### src/rtl/nav_pkg.sv
// rtl/nav_pkg.sv - shared state type and default speed constants for nav_cmd
package nav_pkg;

  typedef enum logic [1:0] {
    IDLE    = 2'd0,
    HDNG    = 2'd1,
    RAMP_UP = 2'd2,
    RAMP_DN = 2'd3
  } nav_state_t;

  localparam logic [10:0] MAX_SPD_DEF = 11'h2A0;
  localparam logic [10:0] SPD_INC_DEF = 11'h010;

endpackage

### src/rtl/spd_ramp.sv
// rtl/spd_ramp.sv - forward-speed register with saturating ramp up / clamped ramp down
module spd_ramp
  import nav_pkg::*;
#(
  parameter logic [10:0] MAX_SPD = MAX_SPD_DEF,
  parameter logic [10:0] SPD_INC = SPD_INC_DEF
) (
  input  logic        clk,
  input  logic        rst_n,
  input  logic        inc,
  input  logic        dec,
  input  logic        clr,
  output logic [10:0] frwrd_spd,
  output logic        spd_zero
);

  localparam logic [11:0] INC_12 = {1'b0, SPD_INC};
  localparam logic [11:0] DEC_12 = {SPD_INC, 1'b0};
  localparam logic [11:0] MAX_12 = {1'b0, MAX_SPD};

  logic [11:0] up_sum;
  logic [10:0] up_val;
  logic [10:0] dn_val;

  // Sum carried at 12 bits so the clamp sees true overshoot, never a wrap.
  always_comb begin
    up_sum = {1'b0, frwrd_spd} + INC_12;
    up_val = (up_sum > MAX_12) ? MAX_SPD : up_sum[10:0];
    dn_val = ({1'b0, frwrd_spd} <= DEC_12) ? 11'h000 : (frwrd_spd - DEC_12[10:0]);
  end

  // Flags that the next decrement lands on zero, so the FSM can leave in the same cycle.
  assign spd_zero = (dn_val == 11'h000);

  always_ff @(posedge clk or negedge rst_n) begin
    if (!rst_n)    frwrd_spd <= 11'h000;
    else if (clr)  frwrd_spd <= 11'h000;
    else if (inc)  frwrd_spd <= up_val;
    else if (dec)  frwrd_spd <= dn_val;
  end

endmodule

### src/rtl/nav_cmd.sv
// rtl/nav_cmd.sv - navigation command sequencer feeding heading and speed to the PID
module nav_cmd
  import nav_pkg::*;
#(
  parameter logic [10:0] MAX_SPD = MAX_SPD_DEF,
  parameter logic [10:0] SPD_INC = SPD_INC_DEF
) (
  input  logic        clk,
  input  logic        rst_n,
  input  logic        strt_hdng,
  input  logic [11:0] new_hdng,
  input  logic        strt_mv,
  input  logic        mv_stp,
  input  logic        estop,
  input  logic        hdng_vld,
  input  logic        at_hdng,
  output logic        moving,
  output logic [11:0] dsrd_hdng,
  output logic [10:0] frwrd_spd,
  output logic        mv_cmplt
);

  nav_state_t state, nxt;
  logic       guard_seen;
  logic       spd_zero;
  logic       inc, dec, clr;
  logic       mv_cmplt_d;

  spd_ramp #(.MAX_SPD(MAX_SPD), .SPD_INC(SPD_INC)) u_spd_ramp (
    .clk      (clk),
    .rst_n    (rst_n),
    .inc      (inc),
    .dec      (dec),
    .clr      (clr),
    .frwrd_spd(frwrd_spd),
    .spd_zero (spd_zero)
  );

  always_ff @(posedge clk or negedge rst_n) begin
    if (!rst_n) state <= IDLE;
    else        state <= nxt;
  end

  always_comb begin
    nxt = state;
    if (estop) begin
      nxt = IDLE;
    end else begin
      case (state)
        IDLE:    if (strt_hdng) nxt = HDNG;
                 else if (strt_mv) nxt = RAMP_UP;
        HDNG:    if (hdng_vld && guard_seen && at_hdng) nxt = IDLE;
        RAMP_UP: if (mv_stp) nxt = RAMP_DN;
        RAMP_DN: if (hdng_vld && spd_zero) nxt = IDLE;
        default: nxt = IDLE;
      endcase
    end
  end

  // A stop request takes precedence over the increment of the same strobe.
  always_comb begin
    inc        = (state == RAMP_UP) && hdng_vld && !mv_stp && !estop;
    dec        = (state == RAMP_DN) && hdng_vld && !estop;
    clr        = estop;
    mv_cmplt_d = !estop && (state != IDLE) && (nxt == IDLE);
  end

  always_ff @(posedge clk or negedge rst_n) begin
    if (!rst_n) begin
      moving     <= 1'b0;
      mv_cmplt   <= 1'b0;
      dsrd_hdng  <= 12'h000;
      guard_seen <= 1'b0;
    end else begin
      moving   <= (nxt != IDLE);
      mv_cmplt <= mv_cmplt_d;
      if (!estop && (state == IDLE) && strt_hdng)
        dsrd_hdng <= new_hdng;
      // The first strobe after entering HDNG reflects stale PID data and only arms the check.
      if (state == IDLE)
        guard_seen <= 1'b0;
      else if ((state == HDNG) && hdng_vld)
        guard_seen <= 1'b1;
    end
  end

endmodule

### config.mk
export PLATFORM = sky130hd
export DESIGN_NAME = nav_cmd
export DESIGN_NICKNAME = d
export VERILOG_FILES = /design/src/rtl/nav_pkg.sv /design/src/rtl/spd_ramp.sv /design/src/rtl/nav_cmd.sv
export SDC_FILE = /design/constraint.sdc
export NUM_CORES = 1
export LEC_CHECK = 0
export ABC_CLOCK_PERIOD_IN_PS = 2400
export CAP_MARGIN = 30
export CORE_MARGIN = 5
export CORE_UTILIZATION = 45
export DETAILED_ROUTE_END_ITERATION = 8
export HOLD_SLACK_MARGIN = 0.12
export PLACE_DENSITY = 0.85
export SYNTH_ARGS = -nofsm -noshare
export SYNTH_HDL_FRONTEND = slang
export SYNTH_SLANG_ARGS = --single-unit
### constraint.sdc
create_clock -name clk -period 2.4 [get_ports clk]
set_clock_uncertainty 0.15 [all_clocks]
set_input_delay 0.36 -clock clk [delete_from_list [all_inputs] [get_ports clk]]
set_output_delay 0.36 -clock clk [all_outputs]
set_load 0.1 [all_outputs]
# [After elaboration in Yosys (flattened, before gate mapping)]
# Index checks and enable logic that the tools add are counted.
[totals] out_inout_bits=25 word_cells=49 regBits=28
[classes] reduce_logical=22 n_lt_le_gt_ge=2 add_sub_neg=2 muxes=14 n_eq_ne=3
[ops] cell="$mux 11" n=5
[ops] cell="$logic_and 1x1->1" n=13
[ops] cell="$add 11x5->12 const B" n=1
[ops] cell="$gt 12x10->1 const B" n=1
[ops] cell="$mux 2" n=6
[ops] cell="$le 11x6->1 const B" n=1
[ops] cell="$logic_not 11->1" n=1
[ops] cell="$sub 11x6->11 const B" n=1
[ops] cell="$pmux 2 s4" n=1
[ops] cell="$reduce_bool 2->1" n=3
[ops] cell="$eq 2x2->1 const B" n=2
[ops] cell="$logic_not 2->1" n=2
[ops] cell="$reduce_bool 3->1" n=1
[ops] cell="$eq 2x1->1 const B" n=1
[ops] cell="$logic_not 1->1" n=2
[ops] cell="$mux 1" n=2

# [Logic depth before layout (Yosys ltp)]
# Gate-level depths: netlist of the first run.
[depth] word_depth=9 mapped_depth=8 mapped_depth_nobuf=8

# [Hierarchy]
# A second synthesis of the first run with hierarchy kept.
[hier_totals] cells_unflattened=155 hier_area_um2=1682.9
[by_module_without_submodules] module="spd_ramp" seq_area_each_um2=275.3 area_per_inst_um2=923.4 n_inst=1 cells_per_inst=103
[by_module_without_submodules] module="nav_cmd" seq_area_each_um2=425.4 area_per_inst_um2=759.5 n_inst=1 cells_per_inst=52

# [Worst setup path before layout of the first run]
# OpenSTA, ideal clock, no wires.
[synth_path] path_type="register -> register" startpoint="register u_spd_ramp.frwrd_spd[5]" endpoint="register u_spd_ramp.frwrd_spd[8]" slack_ns=-0.388 stages_incl_launch_ff=8 required_time_ns=2.119 path_buffers=0 arrival_time_ns=2.508 path_cell_list="dfrtp_1 -> ha_1 -> nand3_1 -> and4_4 -> o31ai_4 -> nor2_4 -> a221oi_2 -> a21oi_1"
[synth_between] elab_chain_len=5 word_cells_on_any_way=9 cone_classes="2 x add/sub; 2 x order compare; 5 x mux"
[synth_lines] element="from (decl)" line_no="spd_ramp.sv:13" rtl="output logic [10:0] frwrd_spd,"
[synth_lines] element="from (signal assigned)" line_no="spd_ramp.sv:38" rtl="else if (inc) frwrd_spd <= up_val;"
[synth_lines] element="from (signal assigned)" line_no="spd_ramp.sv:39" rtl="else if (dec) frwrd_spd <= dn_val;"
[synth_lines] element="$add 11x5->12, or another cell as far along" line_no="spd_ramp.sv:27" rtl="up_sum = {1'b0, frwrd_spd} + INC_12;"
[synth_lines] element="$gt 12x10->1 or $mux 11 (tied branches)" line_no="spd_ramp.sv:28, spd_ramp.sv:29"
[synth_lines] element="$mux 11, on equally long branches" line_no="spd_ramp.sv:28, spd_ramp.sv:39"
[synth_lines] element="$mux 11 *" line_no="spd_ramp.sv:38"
[synth_lines] element="$mux 11 *" line_no="spd_ramp.sv:37" rtl="else if (clr) frwrd_spd <= 11'h000;"
# Mark *: on every way between the ends. The rest lies on a longest branch, timed or not. The select of a mux whose other input is x is not followed.
# A chain may end at the register's enable or synchronous reset.

# [Final worst setup path of the first run]
[layout_path] startpoint="register u_spd_ramp.frwrd_spd[5]" endpoint="register u_spd_ramp.frwrd_spd[9]"
# Same word-level chain as after synthesis.

==> flow_summary.toml, run 1 <==
[power]
pwr_density_cell_nw_per_um2 = 867
power.total_mw = 1.82
max-vdd-ir-drop_uv = 542
power_leakage_nw = 0.927

[clock_network]
postCtsSetupBuffers = 0
numCtsBuffers = 3
path_clk_slew_ns = 0.15
ctsHoldBuffers = 0
insertion_delay_ns = 0.33
cts.sinks = 28
htreeDepth = 1
cts_tree = "built"
post_cts_resized = 0
clockBufferDepth = 2
cts_root_buf = "clkbuf_4"

[synth]
synth-seq-cells = 28
ys.flop_type = "dfrtp_1"
synth_cells = 148
ys_async_sr_fraction = 1.00
ys.warnings.count = 0
syn_nets = 173
yosysSeqAreaShare = 0.437
ys_types = 49
netlist_area_sq_um = 1600
syn_avg_cell_area_sq_um = 10.8
synth_edf_count = 0

[route]
drtIter0Drc = 45
antenna_violating_nets_post_route = 0
routed_wl_um = 3800
wl_per_cell_um = 15.9
drc = 0
drt-vias-per-instance = 5.63
vias = 1350
first_pass_iters = 4

[worst_setup_path]
r2r_setup_slack_ns = 0.12
reg2reg_from = "u_spd_ramp.frwrd_spd[5]"
required_ns = 2.49
crit_arrival_ns = 2.37
slowest_stage = "dfrtp_2"
end_kind = "flop"
reg2reg_depth = 7
timing.rr.end = "u_spd_ramp.frwrd_spd[9]"
worstPathCellList = "ha_1 > and3_1 > a211oi_1 > o31ai_4 > nor2_4 > o21ai_1 > a22o_1"
crit_path_max_incr_delay_ns = 0.50
worst-path-max-fanout = 10
worst-setup-path-type = "flop to flop"
cp-start-kind = "flop"

[finish]
layout_common_cells = "buf_4 (30), dfrtp_1 (22), clkdlybuf4s50_1 (19)"
n_antenna_cell = 0
area_growth_pct = 31.1
final_common_cell = "buf_4"
drive_gt1_frac = 0.330
nets = 220
fin_cells = 240

[timing]
fin_tns_setup_ns = 0
worstMarginPinSlew_ns = 0.599
drv_slew = 0
timing.fmax_mhz = 438
rsz0062_at_grt = "false"
holdWs_ns = 0.240
finalWorstSetupSlack_ns = 0.119
finalHoldViolCount = 0
setup_viol = 0
slew_headroom = 0.599
finalCritPeriodShare = 0.950
period_needed_ns = 2.28

[die]
die_area_sq_um = 4860
die_x_um = 69.7
core-area_sq_um = 3390
top_level_ports = 45
die_h_um = 69.7
start_util = 0.473
fp-row-count = 21

[global_route]
grtUsageTotal = 0.159
grt_pass1_vias = 1288
grt_pass1_wl_um = 6350
grt_max_degree = 29
grt-ovfl-total = 0
antenna_found_initial = 0

[run]
cap_violations = 0

[place]
dp.cells = 236
portBuffers = 44
gp_congestion = 0.960
preCtsSetupSlack_ns = 0.151
dp_hpwl_um = 2930

[worst_hold_path]
hold_path.class = "input port to asynchronous set/reset pin"

[outcome]
status = "finished clean"
## registers in the layout (all words and copies together), names as in the netlist
register and count:
dsrd_hdng 12, u_spd_ramp.frwrd_spd 11, state 2, guard_seen 1
moving 1, mv_cmplt 1
## through the flow
step                area, sq um  utilization
floorplan                  1610            -
global placement           2050        0.604
detailed placement         2050        0.604
CTS                        2100        0.620
global route               2100        0.620
finish                     2100        0.620
## Yosys cell counts, drive strengths merged, types with 2 or more instances
cell,number,area [sq um]
a21o,2,15.0
a21oi,8,40.0
a221oi,2,23.8
a22o,2,17.5
a31oi,2,12.5
and2,4,25.0
and3,2,12.5
buf,5,27.5
clkbuf,2,7.51
dfrtp,28,701
ha,5,62.6
inv,4,15.0
mux2,12,135
nand2,7,26.3
nand2b,3,18.8
nand3,2,10.0
nand4,3,18.8
nor2,7,33.8
nor2b,4,25.0
nor3,3,25.0
nor4,2,27.5
o211ai,3,22.5
o21ai,10,50.0
o31a,2,17.5
o31ai,2,42.5
or2,2,12.5
or3,5,36.3
xnor2,2,17.5
## cells by family after synthesis
logic type,Yosys count,synth area share
AO/OA/AOI/OAI,40,0.190
XOR/XNOR,2,0.0109
adder cells (fa/ha/maj),5,0.0390
buffers and inverters,11,0.0312
flip-flops,28,0.437
multiplexers,12,0.0843
AND/OR/NAND/NOR,50,0.208
## where the power goes
part	internal, mW	switching, mW
logic	0.238	0.658
clock network	0.169	0.137
registers	0.545	0.0742
total	0.953	0.869
## worst max-delay path by stage
| stage | from | end | slack [ns] | cells after the start |
|---|---|---|---|---|
| after floorplan | u_spd_ramp.frwrd_spd[5] | u_spd_ramp.frwrd_spd[8] | -0.01 | 7 |
| after global placement | u_spd_ramp.frwrd_spd[5] | u_spd_ramp.frwrd_spd[8] | 0.26 | 7 |
| after detailed placement | u_spd_ramp.frwrd_spd[5] | u_spd_ramp.frwrd_spd[8] | 0.15 | 7 |
| after CTS | u_spd_ramp.frwrd_spd[5] | u_spd_ramp.frwrd_spd[8] | 0.13 | 7 |
| after global routing | u_spd_ramp.frwrd_spd[5] | u_spd_ramp.frwrd_spd[9] | 0.006 | 7 |
| final | u_spd_ramp.frwrd_spd[5] | u_spd_ramp.frwrd_spd[9] | 0.12 | 7 |
## metal layers
metal  track usage  wire length, um  up-vias
li1              -                -      640
met1         0.210             1630      632
met2         0.248             1740       72
met3        0.0507              373        6
met4        0.0468               54        0
met5             0                0        -
## cell type report
type | count | area (sq um)
multi-input combinational | 109 | 852
clock buffer | 3 | 22.5
clock inverter | 1 | 30.0
inverter | 4 | 15.0
tap | 46 | 57.6
fill | 273 | 1290
timing repair buffer | 49 | 415
sequential | 28 | 708
## worst max-delay path, delay by kind of cell, from the launching register on
kind	cells	cell delay (ns)
DFF	1	0.50
and+or+nand+nor	2	0.40
AOI/OAI and AO/OA	4	0.88
adders and majority gates	1	0.26
(Power assumes the default switching activity.)
==> run 2: changes to the inputs <==
Settings changed: CORE_UTILIZATION 45 to 47, PLACE_DENSITY 0.85 to 0.88, TNS_END_PERCENT from default to 5.
==> run 2 against run 1 <==
Net effect:
- critical path type unchanged
- core utilization up 1.2 points
- worst hold slack better by 0.020 ns
- global-route usage up 1.7 points
- largest power group unchanged
==> flow_summary.toml, run 2 (synthesis results as in run 1) <==
[finish]
nets = 220
largest_registers = "dsrd_hdng: 12 flops, u_spd_ramp.frwrd_spd: 11 flops, state: 2 flops"
n_antenna_cell = 0
fin_util = 0.632
largest_reg_flops = 12
layout_common_cells = "buf_4 (30), dfrtp_1 (22), clkdlybuf4s50_1 (19)"
final_common_cell = "buf_4"
area_growth_pct = 30.4
fin_cells = 240
regMostFlops = "dsrd_hdng"
drive_gt1_frac = 0.335

[global_route]
grt-ovfl-total = 0
grt_max_degree = 29
antenna_found_initial = 0
grt_pass1_vias = 1325
grtUsageTotal = 0.176
grt_pass1_wl_um = 6320

[power]
power_leakage_nw = 0.920
pwr_density_cell_nw_per_um2 = 836
max-vdd-ir-drop_uv = 367
power.total_mw = 1.75

[worst_setup_path]
reg2reg_depth = 7
required_ns = 2.47
end_kind = "flop"
reg2reg_from = "u_spd_ramp.frwrd_spd[6]"
timing.rr.end = "u_spd_ramp.frwrd_spd[9]"
r2r_setup_slack_ns = 0.14
worst-path-max-fanout = 9
cp-start-kind = "flop"
slowest_stage = "dfrtp_2"
crit_path_max_incr_delay_ns = 0.49
crit_arrival_ns = 2.33
worstPathCellList = "ha_1 > and3_1 > a211oi_1 > o31ai_4 > nor2_4 > o21ai_1 > a22o_1"
worst-setup-path-type = "flop to flop"

[timing]
setup_viol = 0
timing.fmax_mhz = 442
worstMarginPinSlew_ns = 0.541
finalHoldViolCount = 0
holdWs_ns = 0.261
slew_headroom = 0.638
period_needed_ns = 2.26
rsz0062_at_grt = "false"
drv_slew = 0
finalCritPeriodShare = 0.943

[place]
dp_hpwl_um = 3060
gp_congestion = 0.982
dp.cells = 236
portBuffers = 44

[clock_network]
insertion_delay_ns = 0.32
cts.sinks = 28
cts_tree = "built"
clockBufferDepth = 2
htreeDepth = 1
cts_root_buf = "clkbuf_4"
postCtsSetupBuffers = 0
path_clk_slew_ns = 0.15
numCtsBuffers = 3

[route]
drtIter0Drc = 57
drc = 0
wl_per_cell_um = 16.3
routed_wl_um = 3910
first_pass_iters = 4
antenna_violating_nets_post_route = 0
vias = 1343
drt-vias-per-instance = 5.60

[run]
cap_violations = 0

[outcome]
status = "finished clean"

[die]
die_area_sq_um = 4680
fp-row-count = 21
top_level_ports = 45
start_util = 0.484
die_x_um = 68.4
die_h_um = 68.4
core-area_sq_um = 3310

[worst_hold_path]
hold_path.class = "input port to asynchronous set/reset pin"
-- run 2: changes by cell type in the layout (fill, tap and decap cells not counted), sizes merged --
cell,delta
bufinv,-1
clkbuf,+1
-- run 2: worst max-delay path, delay by kind of cell (launching register included) --
family,cells,cell delay (ns)
AOI/OAI and AO/OA,4,0.88
and+or+nand+nor,2,0.40
DFF,1,0.49
adders and majority gates,1,0.24
-- run 2: area by class of cell --
class	instances	area [sq um]
well taps	46	57.6
multi-input cells	109	858
repair buffers	49	415
fillers	281	1220
inverters	4	15.0
flip-flops and latches	28	708
clock buffers	4	36.3
-- run 2: worst max-delay path by stage --
| stage | startpoint | end | slack [ns] |
|---|---|---|---|
| floorplan | u_spd_ramp.frwrd_spd[5] | u_spd_ramp.frwrd_spd[8] | -0.01 |
| global placement | estop | u_spd_ramp.frwrd_spd[9] | 0.24 |
| detailed placement | u_spd_ramp.frwrd_spd[5] | state[0] | 0.16 |
| CTS | u_spd_ramp.frwrd_spd[5] | state[0] | 0.13 |
| global route | u_spd_ramp.frwrd_spd[6] | u_spd_ramp.frwrd_spd[9] | 0.03 |
| finish | u_spd_ramp.frwrd_spd[6] | u_spd_ramp.frwrd_spd[9] | 0.14 |
-- run 2: per-stage QoR --
step                      TNS (ns)  worst slack, ns  area (sq um)
final                            0            0.136          2090
after global placement           0            0.242          2050
after global routing             0           0.0268          2090
after CTS                        0            0.129          2080
after detailed placement         0            0.156          2050
after floorplan            -0.0131          -0.0131          1610
-- run 2: power breakdown --
| group | internal (mW) | switching [mW] | leakage (nW) |
|---|---|---|---|
| Clock | 0.0926 | 0.130 | 0.0210 |
| Combinational | 0.239 | 0.665 | 0.550 |
| Sequential | 0.545 | 0.0751 | 0.349 |
| Total | 0.877 | 0.871 | 0.920 |
-- run 2: per-layer routing --
metal,share of wire,vias to the layer above,global-route usage
met3,0.092,4,0.0263
met5,0,-,0
met4,0.0087,0,0.0323
met2,0.47,70,0.311
met1,0.43,631,0.226
li1,-,638,-
-- run 2: what timing repair did --
item                                    4_1_cts  5_1_grt
hold buffers                                  0        0
endpoints found under the setup margin        0        2
resized for setup                             0        1
